### src/rtl/fp32_normalize_pack_if.sv
// Handshake bundle for the FP32 normalize/pack stage. The upstream adder side and
// the downstream consumer side share one bundle; the block itself uses the slave view.
interface fp32_normalize_pack_if;
  logic        in_valid;
  logic        in_ready;
  logic        in_sign;
  logic [7:0]  in_exp;
  logic [24:0] in_mant;
  logic        out_valid;
  logic        out_ready;
  logic [31:0] out_result;
  logic        out_zero;
  logic        out_overflow;
  logic        out_underflow;

  modport master (
    output in_valid, in_sign, in_exp, in_mant, out_ready,
    input  in_ready, out_valid, out_result, out_zero, out_overflow, out_underflow
  );

  modport slave (
    input  in_valid, in_sign, in_exp, in_mant, out_ready,
    output in_ready, out_valid, out_result, out_zero, out_overflow, out_underflow
  );
endinterface

### src/rtl/fp32_normalize_pack.sv
// Renormalizes the mantissa adder's magnitude, fixes up the exponent and packs an
// IEEE-754 single (truncating, no denormals) through a 2-stage valid/ready pipeline.
module fp32_normalize_pack (
  input  logic                 clk,
  input  logic                 rst_n,
  fp32_normalize_pack_if.slave bus
);

  typedef struct packed {
    logic        ovf;
    logic        unf;
    logic        zero;
    logic [31:0] word;
  } pack_t;

  function automatic logic [4:0] lzc24(input logic [23:0] m);
    logic [4:0] n;
    n = 5'd23;
    for (int i = 0; i < 24; i++) begin
      if (m[i]) n = 5'(23 - i);
    end
    return n;
  endfunction

  // Saturate to infinity or flush to signed zero when the exponent leaves 1..254.
  function automatic pack_t pack_fp32(input logic zero, input logic sign,
                                      input logic signed [9:0] e, input logic [22:0] frac);
    pack_t p;
    p = '0;
    if (zero) begin
      p.zero = 1'b1;
    end else if (e >= 10'sd255) begin
      p.ovf  = 1'b1;
      p.word = {sign, 8'hFF, 23'h0};
    end else if (e <= 10'sd0) begin
      p.unf  = 1'b1;
      p.word = {sign, 31'h0};
    end else begin
      p.word = {sign, e[7:0], frac};
    end
    return p;
  endfunction

  logic                vld_p1, vld_p2;
  logic                adv_p2, ld_p1;
  logic                zero_n, sign_n;
  logic signed [9:0]   exp_in, exp_n;
  logic [4:0]          lz;
  logic [22:0]         frac_n;
  logic                zero_p1, sign_p1;
  logic signed [9:0]   exp_p1;
  logic [22:0]         frac_p1;
  pack_t               pk_p1;
  pack_t               out_p2;

  assign adv_p2      = !vld_p2 || bus.out_ready;
  assign ld_p1       = !vld_p1 || adv_p2;
  assign bus.in_ready = ld_p1;

  assign exp_in = $signed({2'b00, bus.in_exp});
  assign lz     = lzc24(bus.in_mant[23:0]);

  always_comb begin
    zero_n = (bus.in_mant == 25'd0);
    sign_n = bus.in_sign && !zero_n;
    exp_n  = exp_in;
    frac_n = '0;
    if (bus.in_mant[24]) begin
      frac_n = bus.in_mant[23:1];
      exp_n  = exp_in + 10'sd1;
    end else begin
      // Shifting the low 23 bits drops the leading one out of the top, leaving the fraction.
      frac_n = bus.in_mant[22:0] << lz;
      exp_n  = exp_in - $signed({5'b00000, lz});
    end
  end

  // Stage 1: normalize
  always_ff @(posedge clk or negedge rst_n) begin
    if (!rst_n) vld_p1 <= 1'b0;
    else if (ld_p1) vld_p1 <= bus.in_valid;
  end

  always_ff @(posedge clk) begin
    if (ld_p1 && bus.in_valid) begin
      zero_p1 <= zero_n;
      sign_p1 <= sign_n;
      exp_p1  <= exp_n;
      frac_p1 <= frac_n;
    end
  end

  assign pk_p1 = pack_fp32(zero_p1, sign_p1, exp_p1, frac_p1);

  // Stage 2: pack into output registers
  always_ff @(posedge clk or negedge rst_n) begin
    if (!rst_n) begin
      vld_p2 <= 1'b0;
      out_p2 <= '0;
    end else if (adv_p2) begin
      vld_p2 <= vld_p1;
      if (vld_p1) out_p2 <= pk_p1;
    end
  end

  assign bus.out_valid     = vld_p2;
  assign bus.out_result    = out_p2.word;
  assign bus.out_zero      = out_p2.zero;
  assign bus.out_overflow  = out_p2.ovf;
  assign bus.out_underflow = out_p2.unf;

endmodule

### src/flat_wrapper.sv
// flat-port wrapper written by rule: the top's interface ports become plain ports
module fp32_normalize_pack_flat 
  (clk, rst_n, bus_in_valid, bus_in_sign, bus_in_exp, bus_in_mant, bus_out_ready, bus_in_ready, bus_out_valid, bus_out_result, bus_out_zero, bus_out_overflow, bus_out_underflow);
  fp32_normalize_pack_if bus_i ();
  input  logic clk;
  input  logic rst_n;
  input wire logic [$bits(bus_i.in_valid)-1:0] bus_in_valid;
  input wire logic [$bits(bus_i.in_sign)-1:0] bus_in_sign;
  input wire logic [$bits(bus_i.in_exp)-1:0] bus_in_exp;
  input wire logic [$bits(bus_i.in_mant)-1:0] bus_in_mant;
  input wire logic [$bits(bus_i.out_ready)-1:0] bus_out_ready;
  output wire logic [$bits(bus_i.in_ready)-1:0] bus_in_ready;
  output wire logic [$bits(bus_i.out_valid)-1:0] bus_out_valid;
  output wire logic [$bits(bus_i.out_result)-1:0] bus_out_result;
  output wire logic [$bits(bus_i.out_zero)-1:0] bus_out_zero;
  output wire logic [$bits(bus_i.out_overflow)-1:0] bus_out_overflow;
  output wire logic [$bits(bus_i.out_underflow)-1:0] bus_out_underflow;
  assign bus_i.in_valid = bus_in_valid;
  assign bus_i.in_sign = bus_in_sign;
  assign bus_i.in_exp = bus_in_exp;
  assign bus_i.in_mant = bus_in_mant;
  assign bus_i.out_ready = bus_out_ready;
  assign bus_in_ready = bus_i.in_ready;
  assign bus_out_valid = bus_i.out_valid;
  assign bus_out_result = bus_i.out_result;
  assign bus_out_zero = bus_i.out_zero;
  assign bus_out_overflow = bus_i.out_overflow;
  assign bus_out_underflow = bus_i.out_underflow;
  fp32_normalize_pack u_core (.clk(clk), .rst_n(rst_n), .bus(bus_i));
endmodule
### config.mk
export PLATFORM = sky130hd
export DESIGN_NAME = fp32_normalize_pack_flat
export DESIGN_NICKNAME = d
export VERILOG_FILES = /design/src/rtl/fp32_normalize_pack_if.sv /design/src/rtl/fp32_normalize_pack.sv /design/src/flat_wrapper.sv
export SDC_FILE = /design/constraint.sdc
export NUM_CORES = 1
export LEC_CHECK = 0
export ABC_CLOCK_PERIOD_IN_PS = 3600
export BUFFER_PORTS_ARGS = -buffer_cell sky130_fd_sc_hd__buf_2
export CELL_PAD_IN_SITES_DETAIL_PLACEMENT = 0
export CELL_PAD_IN_SITES_GLOBAL_PLACEMENT = 1
export CORE_MARGIN = 3
export CORE_UTILIZATION = 47
export CTS_CLUSTER_SIZE = 8
export DETAILED_ROUTE_END_ITERATION = 6
export PLACE_DENSITY_LB_ADDON = 0.2
export RECOVER_POWER = 100
export SLEW_MARGIN = 20
export SYNTH_ARGS = -nofsm -noshare
export SYNTH_HDL_FRONTEND = slang
export SYNTH_SLANG_ARGS = --single-unit
### constraint.sdc
create_clock -name clk -period 3.6 [get_ports clk]
set_input_delay 0.54 -clock clk [delete_from_list [all_inputs] [get_ports clk]]
set_output_delay 0.54 -clock clk [all_outputs]
set_load 0.1 [all_outputs]
==> results.py <==
metrics = {
    "run_status": {
        "status": "finished with violations",
        "violations": "max-capacitance violations, max-slew violations",
    },
    "die": {
        "ios": 75,
        "row_count": 35,
        "die-area_um2": 10860,
        "start_util": 0.4863,
        "coreArea_um2": 9328,
        "chipHeight_um": 104.2,
        "die_x_um": 104.2,
    },
    "timing": {
        "slew_violations": 114,
        "worstMarginPinSlew_ps": 1888,
        "fin_skew_ps": 8.368,
        "fin_crit_ps": 3233,
        "hold_viol_final": 0,
        "max_freq_mhz": 309.3,
        "max_slew_margin": -0.2585,
        "rsz0062_at_grt": "false",
        "timing.setup.tns_ps": 0,
        "worst_slack_ps": 367.2,
        "fin_crit_sh": 0.8980,
        "setup_viol": 0,
        "holdWs_ps": 407.2,
    },
    "hold_path": {
        "hold_path_class": "in -> reg",
    },
    "cts": {
        "clk-insertion-delay-late_ps": 330,
        "cts_buffer_depth": 2,
        "cts_setup_buffers": 0,
        "clk_pin_slew_worst_paths_ps": 70,
        "cts-root-buf": "clkbuf_8",
        "postCtsHoldBufs": 0,
        "cts_tree": "built",
        "cts.sinks": 72,
        "ctsHtreeMaxLevel": 3,
        "numCtsBuffers": 9,
        "ctsResizeCount": 0,
    },
    "drt": {
        "viasPerCell": 6.171,
        "routedWlPerCell_um": 18.66,
        "drc": 0,
        "antenna_left": 0,
        "drt_pass1_iterations": 5,
        "vias": 4122,
        "dr.first_iter.drc_count": 340,
        "routed_wl_mm": 12.46,
    },
    "pwr": {
        "power_switching_share": 0.3922,
        "cellLeakagePower_nw": 2.100,
        "ir_worst_vdd_mv": 0.2242,
        "internal-power_mw": 1.514,
        "switching_power_mw": 0.9771,
        "seqPwrFrac": 0.404,
        "combPwrFrac": 0.337,
        "clockPowerShare": 0.259,
        "powerDensity_nw_per_um2": 482.4,
    },
    "worst_setup_path": {
        "cp.arrival_ps": 3290,
        "endpoint_kind": "register",
        "slowest_stage": "or4_1",
        "critical_path_class": "in -> reg",
        "crit_chain": "clkbuf_1, or4_1, o21ai_4, o21ai_4, mux2i_1, mux2i_1, a221oi_1, a311oi_1",
        "critPathMaxFanout": 9,
        "critical_path.max_stage_delay_ps": 670,
        "required_ps": 3660,
        "start_kind": "input pin",
    },
    "layout": {
        "layout-drive-gt1-share": 0.1336,
        "fin_area_um2": 5165,
        "nets": 578,
        "stdcell_count": 668,
        "antenna_cells_inserted": 0,
        "area_delta_synth_final_pct": 13.88,
    },
    "placement": {
        "gp_congestion": 0.9214,
        "placed_cell_area_um2": 5042,
        "hpwl_mm": 9.408,
        "dp_cells": 652,
        "post-place-ws_ps": 195.2,
        "port_buffers": 74,
    },
    "synth": {
        "synth-async-reset-ratio": 0.5139,
        "netlist_instances": 457,
        "yosys_warnings": 0,
        "syn_avg_cell_area_um2": 9.925,
        "synth_area_um2": 4536,
        "synthesis.nets": 501,
        "synth_top_flop_cell": "dfrtp_1",
        "synth-edff-count": 35,
        "synth_cell_types": 76,
        "ys_seq_area_frac": 0.4359,
        "ys_ff_latch": 72,
    },
    "global_routing": {
        "grt_pass1_vias": 3739,
        "grt_use_total": 0.2310,
        "antenna_found_initial": 0,
        "grt_remaining_overflow": 0,
        "grt_start_max_net_pins": 41,
        "grt_pass1_wl_mm": 20.37,
    },
    "job": {
        "drv_cap": 3,
    },
}
layout by cell type, fill, tap and decap left out, types with 10 or more instances in the layout:
cell       n
a21o_1    10
a21oi_1   27
a221o_1   10
a22o_1    26
buf_2     33
buf_4     10
clkbuf_1  47
clkbuf_8  11
dfrtp_1   37
edfxtp_1  35
inv_1     13
mux2i_1   18
nand2_1   41
nand3_1   10
nor2_1    35
o21ai_0   18
area by class of cell:
| type | instances | area, µm² |
|---|---|---|
| fill | 902 | 4163 |
| inverter | 16 | 60.06 |
| clock buffer | 13 | 201.4 |
| tap | 129 | 161.4 |
| clock inverter | 3 | 18.77 |
| timing repair buffer | 90 | 416.7 |
| multi-input combinational | 345 | 2330 |
| sequential | 72 | 1977 |
per-layer routing:
layer / track usage / part of all wire / up-vias
met2: 0.3375 / 0.43 / 182
met4: 0.05223 / 0.010 / 0
li1: - / - / 1943
met3: 0.03786 / 0.068 / 13
met5: 0 / 0 / -
met1: 0.3585 / 0.49 / 1984
per-stage QoR:
stage / power [mW] / utilization
3_5_place_dp: 1.877 / 0.5406
2_1_floorplan: 1.683 / -
5_1_grt: 2.606 / 0.5537
4_1_cts: 2.523 / 0.5642
3_3_place_gp: 1.868 / 0.5406
6_report: 2.491 / 0.5537
kinds of logic (layout without fill, tap and decap cells):
| family | after synthesis | count (layout) | synth area share |
|---|---|---|---|
| compound gates | 169 | 169 | 0.2833 |
| xor+xnor | 10 | 10 | 0.01931 |
| fa+ha+maj | 6 | 6 | 0.01821 |
| buf+inv | 40 | 122 | 0.04524 |
| flops | 72 | 72 | 0.4359 |
| mux | 20 | 20 | 0.04634 |
| simple gates | 140 | 140 | 0.1517 |
worst max-delay path, delay by kind of cell:
family	cells	cell delay [ps]
AO/OA/AOI/OAI	4	1000
AND/OR/NAND/NOR	1	670
buffers and inverters	1	160
multiplexers	2	900
synthesized netlist by cell type, types with 3 or more instances:
library cell | instances | area share
xor2_1 | 5 | 0.0097
dfrtp_1 | 37 | 0.20
nor4_1 | 8 | 0.011
a21boi_0 | 4 | 0.0066
a21o_1 | 10 | 0.017
a22oi_1 | 6 | 0.0099
clkbuf_8 | 3 | 0.0091
mux2i_1 | 16 | 0.035
nand3_1 | 10 | 0.011
edfxtp_1 | 35 | 0.23
a211o_1 | 4 | 0.0077
nand2_1 | 41 | 0.034
o31ai_1 | 4 | 0.0066
inv_1 | 13 | 0.011
nand2b_1 | 9 | 0.012
o211ai_1 | 7 | 0.012
buf_1 | 5 | 0.0041
xnor2_1 | 5 | 0.0097
nor3_1 | 7 | 0.0077
o221ai_1 | 3 | 0.0058
a311oi_1 | 3 | 0.0058
o22ai_1 | 3 | 0.0041
a221o_1 | 10 | 0.022
nor2b_1 | 3 | 0.0041
a31oi_1 | 6 | 0.0083
o21a_1 | 3 | 0.0050
nand4_1 | 5 | 0.0069
o21ai_0 | 17 | 0.019
o2111ai_1 | 3 | 0.0058
clkbuf_1 | 11 | 0.0091
a32oi_1 | 4 | 0.0077
buf_6 | 3 | 0.0074
ha_1 | 5 | 0.014
and3_1 | 3 | 0.0041
a21oi_1 | 27 | 0.030
a221oi_1 | 4 | 0.0077
nor2_1 | 34 | 0.028
a22o_1 | 26 | 0.050
and2_1 | 5 | 0.0069
registers in the layout (all words and copies together), names as in the netlist:
signal,flops
u_core.bus.out_overflow,1
u_core.bus.out_zero,1
u_core.bus.out_underflow,1
u_core.bus.out_result,32
u_core.vld_p1,1
u_core.sign_p1,1
u_core.bus.out_valid,1
u_core.exp_p1,10
u_core.zero_p1,1
u_core.frac_p1,23
final timing paths:
path                                 startpoint                        end  slack (ps)  depth (start not counted)
min reg2reg                   u_core.frac_p1[9]   u_core.bus.out_result[9]         460                          1
max in group asynchronous                 rst_n  u_core.bus.out_result[12]        1790                          1
min in group asynchronous                 rst_n       u_core.bus.out_valid         720                          1
min                                bus_in_valid              u_core.vld_p1         410                          2
max                             bus_in_mant[17]         u_core.frac_p1[19]         370                          8
max reg2reg                u_core.bus.out_valid   u_core.bus.out_result[7]         690                          7
power groups by stage:
stage	Clock [mW]	Sequential, mW	Combinational (mW)
after floorplan	0	1.38	0.301
after global routing	0.700	1.02	0.887
after CTS	0.662	1.00	0.857
after global placement	0	1.02	0.850
after detailed placement	0	1.02	0.855
final	0.646	1.01	0.839
Power figures use the tool's default switching activity.
